==> config.mk <==
export PLATFORM = sky130hd
export DESIGN_NAME = taxi_basex_status_mon
export DESIGN_NICKNAME = d
export VERILOG_FILES = /design/src/rtl/taxi_basex_status_pkg.sv /design/src/rtl/taxi_sat_cnt.sv /design/src/rtl/taxi_basex_status_mon.sv
export SDC_FILE = /design/constraint.sdc
export NUM_CORES = 1
export LEC_CHECK = 0
export BUFFER_PORTS_ARGS = -buffer_cell sky130_fd_sc_hd__buf_2
export CAP_MARGIN = 0
export CORE_UTILIZATION = 57
export DETAILED_ROUTE_END_ITERATION = 6
export MAX_ROUTING_LAYER = met4
export PLACE_DENSITY = 0.84
export SETUP_SLACK_MARGIN = 0.5
export SLEW_MARGIN = 0
export SYNTH_ARGS = -nofsm -noshare
export SYNTH_HDL_FRONTEND = slang
export SYNTH_SLANG_ARGS = --single-unit
==> constraint.sdc <==
create_clock -name clk -period 2.5 [get_ports clk]
set_input_delay 0.5 -clock clk [delete_from_list [all_inputs] [get_ports clk]]
set_output_delay 0.5 -clock clk [all_outputs]
set_load 0.02 [all_outputs]
==> src/rtl/taxi_basex_status_pkg.sv <==
// Shared types and status-vector bit positions for the 1000BASE-X status monitor.
package taxi_basex_status_pkg;

    typedef enum logic [1:0] {
        DOWN = 2'd0,
        QUAL = 2'd1,
        UP   = 2'd2
    } link_state_t;

    localparam int SV_LINK     = 0;
    localparam int SV_SYNC     = 1;
    localparam int SV_RUDI_INV = 4;
    localparam int SV_DISPERR  = 5;
    localparam int SV_NIT      = 6;

endpackage

==> src/rtl/taxi_sat_cnt.sv <==
// Saturating event counter; a clear in the same cycle as an increment drops the event.
module taxi_sat_cnt #(
    parameter int W = 16
) (
    input  logic         clk,
    input  logic         rst_n,
    input  logic         clr,
    input  logic         inc,
    output logic [W-1:0] cnt
);

    localparam logic [W-1:0] CNT_MAX = {W{1'b1}};

    // Count register: clear beats increment, increment stops at all-ones
    always_ff @(posedge clk or negedge rst_n) begin
        if (!rst_n) begin
            cnt <= '0;
        end else if (clr) begin
            cnt <= '0;
        end else if (inc && (cnt != CNT_MAX)) begin
            cnt <= cnt + W'(1'b1);
        end else begin
            cnt <= cnt;
        end
    end

endmodule

==> src/rtl/taxi_basex_status_mon.sv <==
// Per-port 1000BASE-X status monitor: link-up qualification, flap/error counters,
// sticky sync-loss flag and a registered LED/debug byte.
module taxi_basex_status_mon
    import taxi_basex_status_pkg::*;
#(
    parameter int CNT_W          = 16,
    parameter int LINK_UP_CYCLES = 125000,
    parameter int STRETCH_W      = 22
) (
    input  logic             clk,
    input  logic             rst_n,
    input  logic [15:0]      status_vect,
    input  logic             clr,
    output logic             link_up,
    output logic [CNT_W-1:0] link_flap_cnt,
    output logic [CNT_W-1:0] disp_err_cnt,
    output logic [CNT_W-1:0] nit_err_cnt,
    output logic [CNT_W-1:0] rudi_inv_cnt,
    output logic             sync_lost,
    output logic [7:0]       led
);

    localparam int              QC_W    = $clog2(LINK_UP_CYCLES);
    localparam logic [QC_W-1:0] QC_LAST = QC_W'(LINK_UP_CYCLES - 1);

    logic [15:0]          status_q_r;
    logic                 sync_prev_r;
    link_state_t          state_r, state_s;
    logic [QC_W-1:0]      qual_cnt_r, qual_cnt_s;
    logic                 flap_inc_s;
    logic                 good_s;
    logic                 sync_lost_r;
    logic [STRETCH_W-1:0] stretch_r;
    logic                 err_any_s;
    logic                 err_led_s;
    logic [7:0]           led_r;

    assign good_s    = status_q_r[SV_LINK] & status_q_r[SV_SYNC];
    assign err_any_s = status_q_r[SV_RUDI_INV] | status_q_r[SV_DISPERR] | status_q_r[SV_NIT];
    assign err_led_s = (stretch_r != '0);
    assign link_up   = (state_r == UP);
    assign sync_lost = sync_lost_r;
    assign led       = led_r;

    // Input stage and previous link_sync for edge detection
    always_ff @(posedge clk or negedge rst_n) begin
        if (!rst_n) begin
            status_q_r  <= 16'h0000;
            sync_prev_r <= 1'b0;
        end else begin
            status_q_r  <= status_vect;
            sync_prev_r <= status_q_r[SV_SYNC];
        end
    end

    // Link FSM state and qualification counter registers
    always_ff @(posedge clk or negedge rst_n) begin
        if (!rst_n) begin
            state_r    <= DOWN;
            qual_cnt_r <= '0;
        end else begin
            state_r    <= state_s;
            qual_cnt_r <= qual_cnt_s;
        end
    end

    // Link FSM next state; a flap is only an UP->DOWN drop
    always_comb begin
        state_s    = state_r;
        qual_cnt_s = qual_cnt_r;
        flap_inc_s = 1'b0;
        case (state_r)
            DOWN: begin
                if (good_s) begin
                    state_s    = QUAL;
                    qual_cnt_s = '0;
                end else begin
                    state_s = DOWN;
                end
            end
            QUAL: begin
                if (!good_s) begin
                    state_s = DOWN;
                end else if (qual_cnt_r == QC_LAST) begin
                    state_s = UP;
                end else begin
                    qual_cnt_s = qual_cnt_r + QC_W'(1'b1);
                end
            end
            UP: begin
                if (!good_s) begin
                    state_s    = DOWN;
                    flap_inc_s = 1'b1;
                end else begin
                    state_s = UP;
                end
            end
            default: begin
                state_s = DOWN;
            end
        endcase
    end

    // Sticky sync loss: a falling edge outranks a simultaneous clear
    always_ff @(posedge clk or negedge rst_n) begin
        if (!rst_n) begin
            sync_lost_r <= 1'b0;
        end else if (!status_q_r[SV_SYNC] && sync_prev_r) begin
            sync_lost_r <= 1'b1;
        end else if (clr) begin
            sync_lost_r <= 1'b0;
        end else begin
            sync_lost_r <= sync_lost_r;
        end
    end

    // Error LED stretcher: reload on any code error, then bleed down to zero
    always_ff @(posedge clk or negedge rst_n) begin
        if (!rst_n) begin
            stretch_r <= '0;
        end else if (err_any_s) begin
            stretch_r <= '1;
        end else if (stretch_r != '0) begin
            stretch_r <= stretch_r - STRETCH_W'(1'b1);
        end else begin
            stretch_r <= stretch_r;
        end
    end

    // LED/debug byte, one cycle behind its sources
    always_ff @(posedge clk or negedge rst_n) begin
        if (!rst_n) begin
            led_r <= 8'h00;
        end else begin
            led_r <= {link_flap_cnt[2:0], err_led_s, sync_lost_r,
                      status_q_r[SV_SYNC], (state_r == QUAL), link_up};
        end
    end

    taxi_sat_cnt #(.W(CNT_W)) u_flap_cnt (
        .clk(clk), .rst_n(rst_n), .clr(clr), .inc(flap_inc_s), .cnt(link_flap_cnt)
    );
    taxi_sat_cnt #(.W(CNT_W)) u_disp_cnt (
        .clk(clk), .rst_n(rst_n), .clr(clr), .inc(status_q_r[SV_DISPERR]), .cnt(disp_err_cnt)
    );
    taxi_sat_cnt #(.W(CNT_W)) u_nit_cnt (
        .clk(clk), .rst_n(rst_n), .clr(clr), .inc(status_q_r[SV_NIT]), .cnt(nit_err_cnt)
    );
    taxi_sat_cnt #(.W(CNT_W)) u_rudi_cnt (
        .clk(clk), .rst_n(rst_n), .clr(clr), .inc(status_q_r[SV_RUDI_INV]), .cnt(rudi_inv_cnt)
    );

endmodule
# [Word level (Yosys, flattened, before mapping)]
# Index checks and enable logic that the tools add are counted.
# Widths: inputs -> output; s select.
[op_classes] n_reduce_logical=16 bitwise_logic=3 eq_ne=11 mux=23 addsub=6
[ops] cell="$mux 16" count=8
[ops] cell="$add 16x1->16 const B" count=4
[ops] cell="$ne 16x16->1 const B" count=4
[ops] cell="$mux 17" count=3
[ops] cell="$mux 22" count=2
[ops] cell="$pmux 17 s2" count=1
[ops] cell="$reduce_bool 22->1" count=1
[ops] cell="$sub 22x1->22 const B" count=1
[ops] cell="$add 17x1->17 const B" count=1
[ops] cell="$eq 17x17->1 const B" count=1
[ops] cell="$reduce_bool 2->1" count=7
[ops] cell="$mux 2" count=3
[ops] cell="$ne 2x2->1 const B" count=3
[ops] cell="$pmux 2 s3" count=1
[ops] cell="$logic_and 1x1->1" count=5
[ops] cell="$mux 1" count=5
[ops] cell="$reduce_and 4->1" count=1
[ops] cell="$ne 3x3->1 const B" count=1
[ops] cell="$eq 2x1->1 const B" count=1
[ops] cell="$eq 2x2->1 const B" count=1
[ops] cell="$logic_not 2->1" count=1
[ops] cell="$or 1x1->1" count=2
[ops] cell="$and 1x1->1" count=1
[ops] cell="$logic_not 1->1" count=1
[totals] output_inout_bits=74 inputBits=19 elab_cells=70 register_bits=122

# [Depth between registers and ports, before layout]
[logic_depth] depth_word=6 depth_mapped=8 depth_no_buf=7

# [By module]
# A second synthesis with hierarchy kept.
[hier_totals] hier_cells=650 hier_area_um2=6424.9
[by_module_without_submodules] module="taxi_sat_cnt" cells_each=98 seq_area_each_um2=400.4 instances=4 area_per_inst_um2=942.2
[by_module_without_submodules] module="taxi_basex_status_mon" cells_each=258 seq_area_each_um2=1376.3 instances=1 area_per_inst_um2=2656.3

# [Least setup slack after synthesis]
# Ideal clock, no wire load.
[synth_path] path_type="register -> register" start="register stretch_r[0]" end="register stretch_r[14]" setup_slack_ns=0.556 n_path_buf=1 setup_time_ns=0.134 period_less_slack_ns=1.944 required_time_ns=2.366 stages_incl_launch_ff=9 arrival_time_ns=1.811 cell_sequence="dfrtp_1 inv_1 ha_1 or3b_2 buf_1 nor3_1 nand3_1 xor2_1 nand2_1"
[synth_via] elab_chain_cells=3 word_cells_on_any_way=5 cone_classes="add/sub (1); mux (2); reduce/logical (2)"
[synth_rtl] element="start: declaration" line="taxi_basex_status_mon.sv:33" source="logic [STRETCH_W-1:0] stretch_r;"
[synth_rtl] element="start signal: assignment" line="taxi_basex_status_mon.sv:124" source="stretch_r <= stretch_r - STRETCH_W'(1'b1);"
[synth_rtl] element="start signal: assignment" line="taxi_basex_status_mon.sv:126" source="stretch_r <= stretch_r;"
[synth_rtl] element="$sub 22x1->22" line="taxi_basex_status_mon.sv:124"
[synth_rtl] element="$mux 22" line="taxi_basex_status_mon.sv:123" source="end else if (stretch_r != '0) begin"
[synth_rtl] element="$mux 22" line="taxi_basex_status_mon.sv:121" source="end else if (err_any_s) begin"
# Several ways; a longest one is shown, not always the timed one. The select of a mux whose other input is x is not followed.
# A chain may end at the register's enable or synchronous reset.

# [Worst setup path in the final report]
[layout_path] start="register qual_cnt_r[10]" end="register state_r[0]"
[layout_via] elab_chain_cells=2
[layout_rtl] element="start: declaration" line="taxi_basex_status_mon.sv:29" source="logic [QC_W-1:0] qual_cnt_r, qual_cnt_s;"
[layout_rtl] element="start signal: assignment" line="taxi_basex_status_mon.sv:63" source="qual_cnt_r <= qual_cnt_s;"
[layout_rtl] element="$eq 17x17->1" line="taxi_basex_status_mon.sv:84" source="end else if (qual_cnt_r == QC_LAST) begin"
[layout_rtl] element="$ne 3x3->1 (no source line)"
[layout_rtl] element="end signal: assignment" line="taxi_basex_status_mon.sv:62" source="state_r <= state_s;"
[layout_rtl] element="end: declaration" line="taxi_basex_status_mon.sv:28" source="link_state_t state_r, state_s;"
# No other way between the ends.

==> key figures <==
Outcome
  • Run status: finished, final reports clean

GRT
  • Grt total ovfl: 0
  • Initial antenna violation count: 0
  • Grt met1 use: 33.7%
  • Largest net degree at the start of global routing: 61
  • Most used routing layer: met2
  • Met3 usage: 6.24%
  • Number of global-route vias before repair: 5078
  • Met2 Use GR: 45.4%
  • First-pass GRT wire length: 24000 um
  • GRT Util Overall: 27.9%

Synth
  • Synth Register Bits: 119
  • Top FF cell, synth: dfrtp_1
  • Yosys top cell by area: dfrtp_1
  • Post-synthesis sequential area ratio: 49.3%
  • Asr flop ratio synth: 100%
  • Yosys top cell area share: 49.3%
  • Top cells by count, synth: dfrtp_1, nor2_1, nand2_1, xor2_1, xnor2_1
  • Syn avg cell area: 9.78 um2
  • Synthesized instance count: 618
  • Netlist Area Pre-Place: 0.00604 mm2
  • Top post-synthesis cells by area: dfrtp_1, xor2_1, nor2_1
  • Synthesized Nets: 647
  • Post-synth EDFFs: 0
  • Ys Warns: 0
  • Top-count cell post-synth: dfrtp_1
  • Unique masters post-synth: 58

Worst setup path
  • Reg2reg setup slack: 530 ps
  • CP startpoint kind: flip-flop
  • Worst reg2reg path depth: 6
  • Worst Path Required: 2870 ps
  • R2R Path Start: qual_cnt_r[10]
  • CP endpoint: state_r[0]
  • Critical path type: flip-flop to flip-flop
  • Worst path arrival time: 2340 ps
  • Nature of the critical path endpoint: flip-flop
  • Critical-path maximum fanout: 3
  • Worst R2R End: state_r[0]
  • Critical Path Start: qual_cnt_r[10]

STA
  • Tcrit/Tclk final: 78.6%
  • Final Critical Period: 1970 ps
  • Final setup TNS: 0 ps
  • Setup violations, final: 0
  • Final slew viol count: 0
  • Slew @ Worst Pin: 747 ps
  • RSZ-0062 raised after global routing: yes
  • Slew HR: 49.7%
  • Min Hold Slack: 99.3 ps
  • Max Clk Rate: 509 MHz
  • Fin Clk Skew: 7.21 ps
  • Final hold vios: 0

Cells and area
  • Post-layout util: 71.1%
  • Layout cells sized above 1: 22.7%
  • Post-route cell area: 0.00734 mm2
  • Final nets: 740
  • Antenna cells: 0
  • Area grow syn2layout: 21.4%

Power and ir drop
  • Power Density: 592 mW/mm2
  • Overall power: 4.35 mW
  • Total leakage power: 3.25 nW
  • VDD IR max: 0.569 mV

Placement
  • Placement Cell Area: 0.00660 mm2
  • IO Port Bufs: 81
  • GPL Wtd Cong: 0.875
  • Hpwl dp: 9070 um

Routing
  • WL per Instance: 16.7 um
  • 1st-iter DRT viols: 329
  • Drt total wl: 14300 um
  • Vias per cell: 6.15
  • DR pass1 iterations: 5
  • # DRC: 0
  • Routed Antenna Nets: 0
  • Via Count: 5259

Clock tree
  • CTS tree: yes
  • Clock slew at reported path FFs: 50 ps
  • Root Buffer: clkbuf_8
  • Total CTS buffers: 17
  • Clock Path Buffers: 2
  • Num Clock Sinks: 119
  • Clk_lat worst skew: 500 ps
  • Htree depth: 4

Die
  • Die height: 105 um
  • Num rows: 37
  • Starting Density: 58.6%
  • Die W: 105 um
  • Die area: 0.0110 mm2
  • Core area: 0.0103 mm2
  • I/O Pins: 93

Flow run
  • MaxCap Viol Count: 0

Min path
  • Min-Delay Path Class: input port to flip-flop
[power breakdown]
part	leakage, nW	total, mW	internal [mW]	switching (mW)
clock	0.264	2.16	1.38	0.780
sequential	1.51	1.99	1.96	0.0303
combinational	1.47	0.195	0.0600	0.135
total	3.25	4.35	3.40	0.945
[layer usage]
metal | routed length [um] | share of wire, %
met5 | 0 | 0
met4 | 301 | 2.1
met3 | 851 | 6.0
met2 | 7280 | 51
met1 | 5830 | 41
[through the flow]
stage / setup slack [ps] / cells
floorplan: 556 / 618
global placement: 474 / 821
detailed placement: 351 / 821
CTS: 427 / 854
global route: 435 / 855
finish: 534 / 855
[cells in the final DEF (no fill, tap or decap), drive strengths merged, types with 4 or more instances in the layout]
master | synthesis | layout
buf | 5 | 97
nand2 | 42 | 42
nand4 | 26 | 26
or4 | 4 | 4
nor2 | 85 | 85
nor4b | 5 | 5
xnor2 | 27 | 27
a31oi | 6 | 6
o211ai | 12 | 12
xor2 | 42 | 42
or2 | 4 | 4
and3 | 15 | 15
mux2i | 8 | 8
nor3 | 26 | 26
ha | 10 | 10
a21oi | 13 | 13
clkinv | 0 | 4
o21bai | 5 | 5
inv | 19 | 19
and4 | 9 | 9
a211oi | 4 | 4
o2111ai | 7 | 7
dfrtp | 119 | 119
clkbuf | 19 | 22
or3 | 4 | 4
and2 | 4 | 4
o21ai | 26 | 26
nor4 | 13 | 13
nand3 | 25 | 25
[cell families after synthesis]
kind of cell | synth area share, %
AOI/OAI and AO/OA | 9.75
xor gates and xnor gates | 10.0
adders and majority gates | 2.07
buffers and inverters | 3.02
DFF | 49.3
muxes | 1.32
and+or+nand+nor | 24.6
[cell type report]
type                            count  area (um2)
Clock buffer                       22         473
Clock inverter                      5        50.0
Fill cell                         737        2990
Inverter                           19        71.3
Multi-Input combinational cell    456        3040
Sequential cell                   119        2980
Tap cell                          136         170
Timing Repair Buffer               98         554
[timing repair]
item,in CTS,in global routing
endpoints found under the setup margin,18,50
buffers inserted,5,1
hold buffers,1,0
pin swaps,0,2
hold endpoints to repair,28,0
gates resized for setup,8,26
[sequential cells by signal, indices dropped and copies added (netlist names)]
| name | count |
|---|---|
| u_disp_cnt.cnt | 16 |
| state_r | 2 |
| status_q_r | 5 |
| u_rudi_cnt.cnt | 16 |
| qual_cnt_r | 17 |
| led | 8 |
| u_flap_cnt.cnt | 16 |
| stretch_r | 22 |
| u_nit_cnt.cnt | 16 |
| sync_lost | 1 |
[critical path, stage by stage (launching register included)]
cell and delay, ps:
dfrtp_1 400, or4b_4 540, nor4_4 310, buf_4 160
or2b_4 130, mux2i_2 240, nor2_1 70
[how the worst min path moves through the flow]
stage / cells after the start / endpoint / from
3_3_place_gp: 0 / led[3] / sync_lost
3_5_place_dp: 0 / led[3] / sync_lost
2_1_floorplan: 0 / led[0] / rst_n
6_report: 1 / status_q_r[5] / status_vect[5]
5_1_grt: 1 / status_q_r[5] / status_vect[5]
4_1_cts: 1 / status_q_r[5] / status_vect[5]
(Power assumes the default switching activity.)
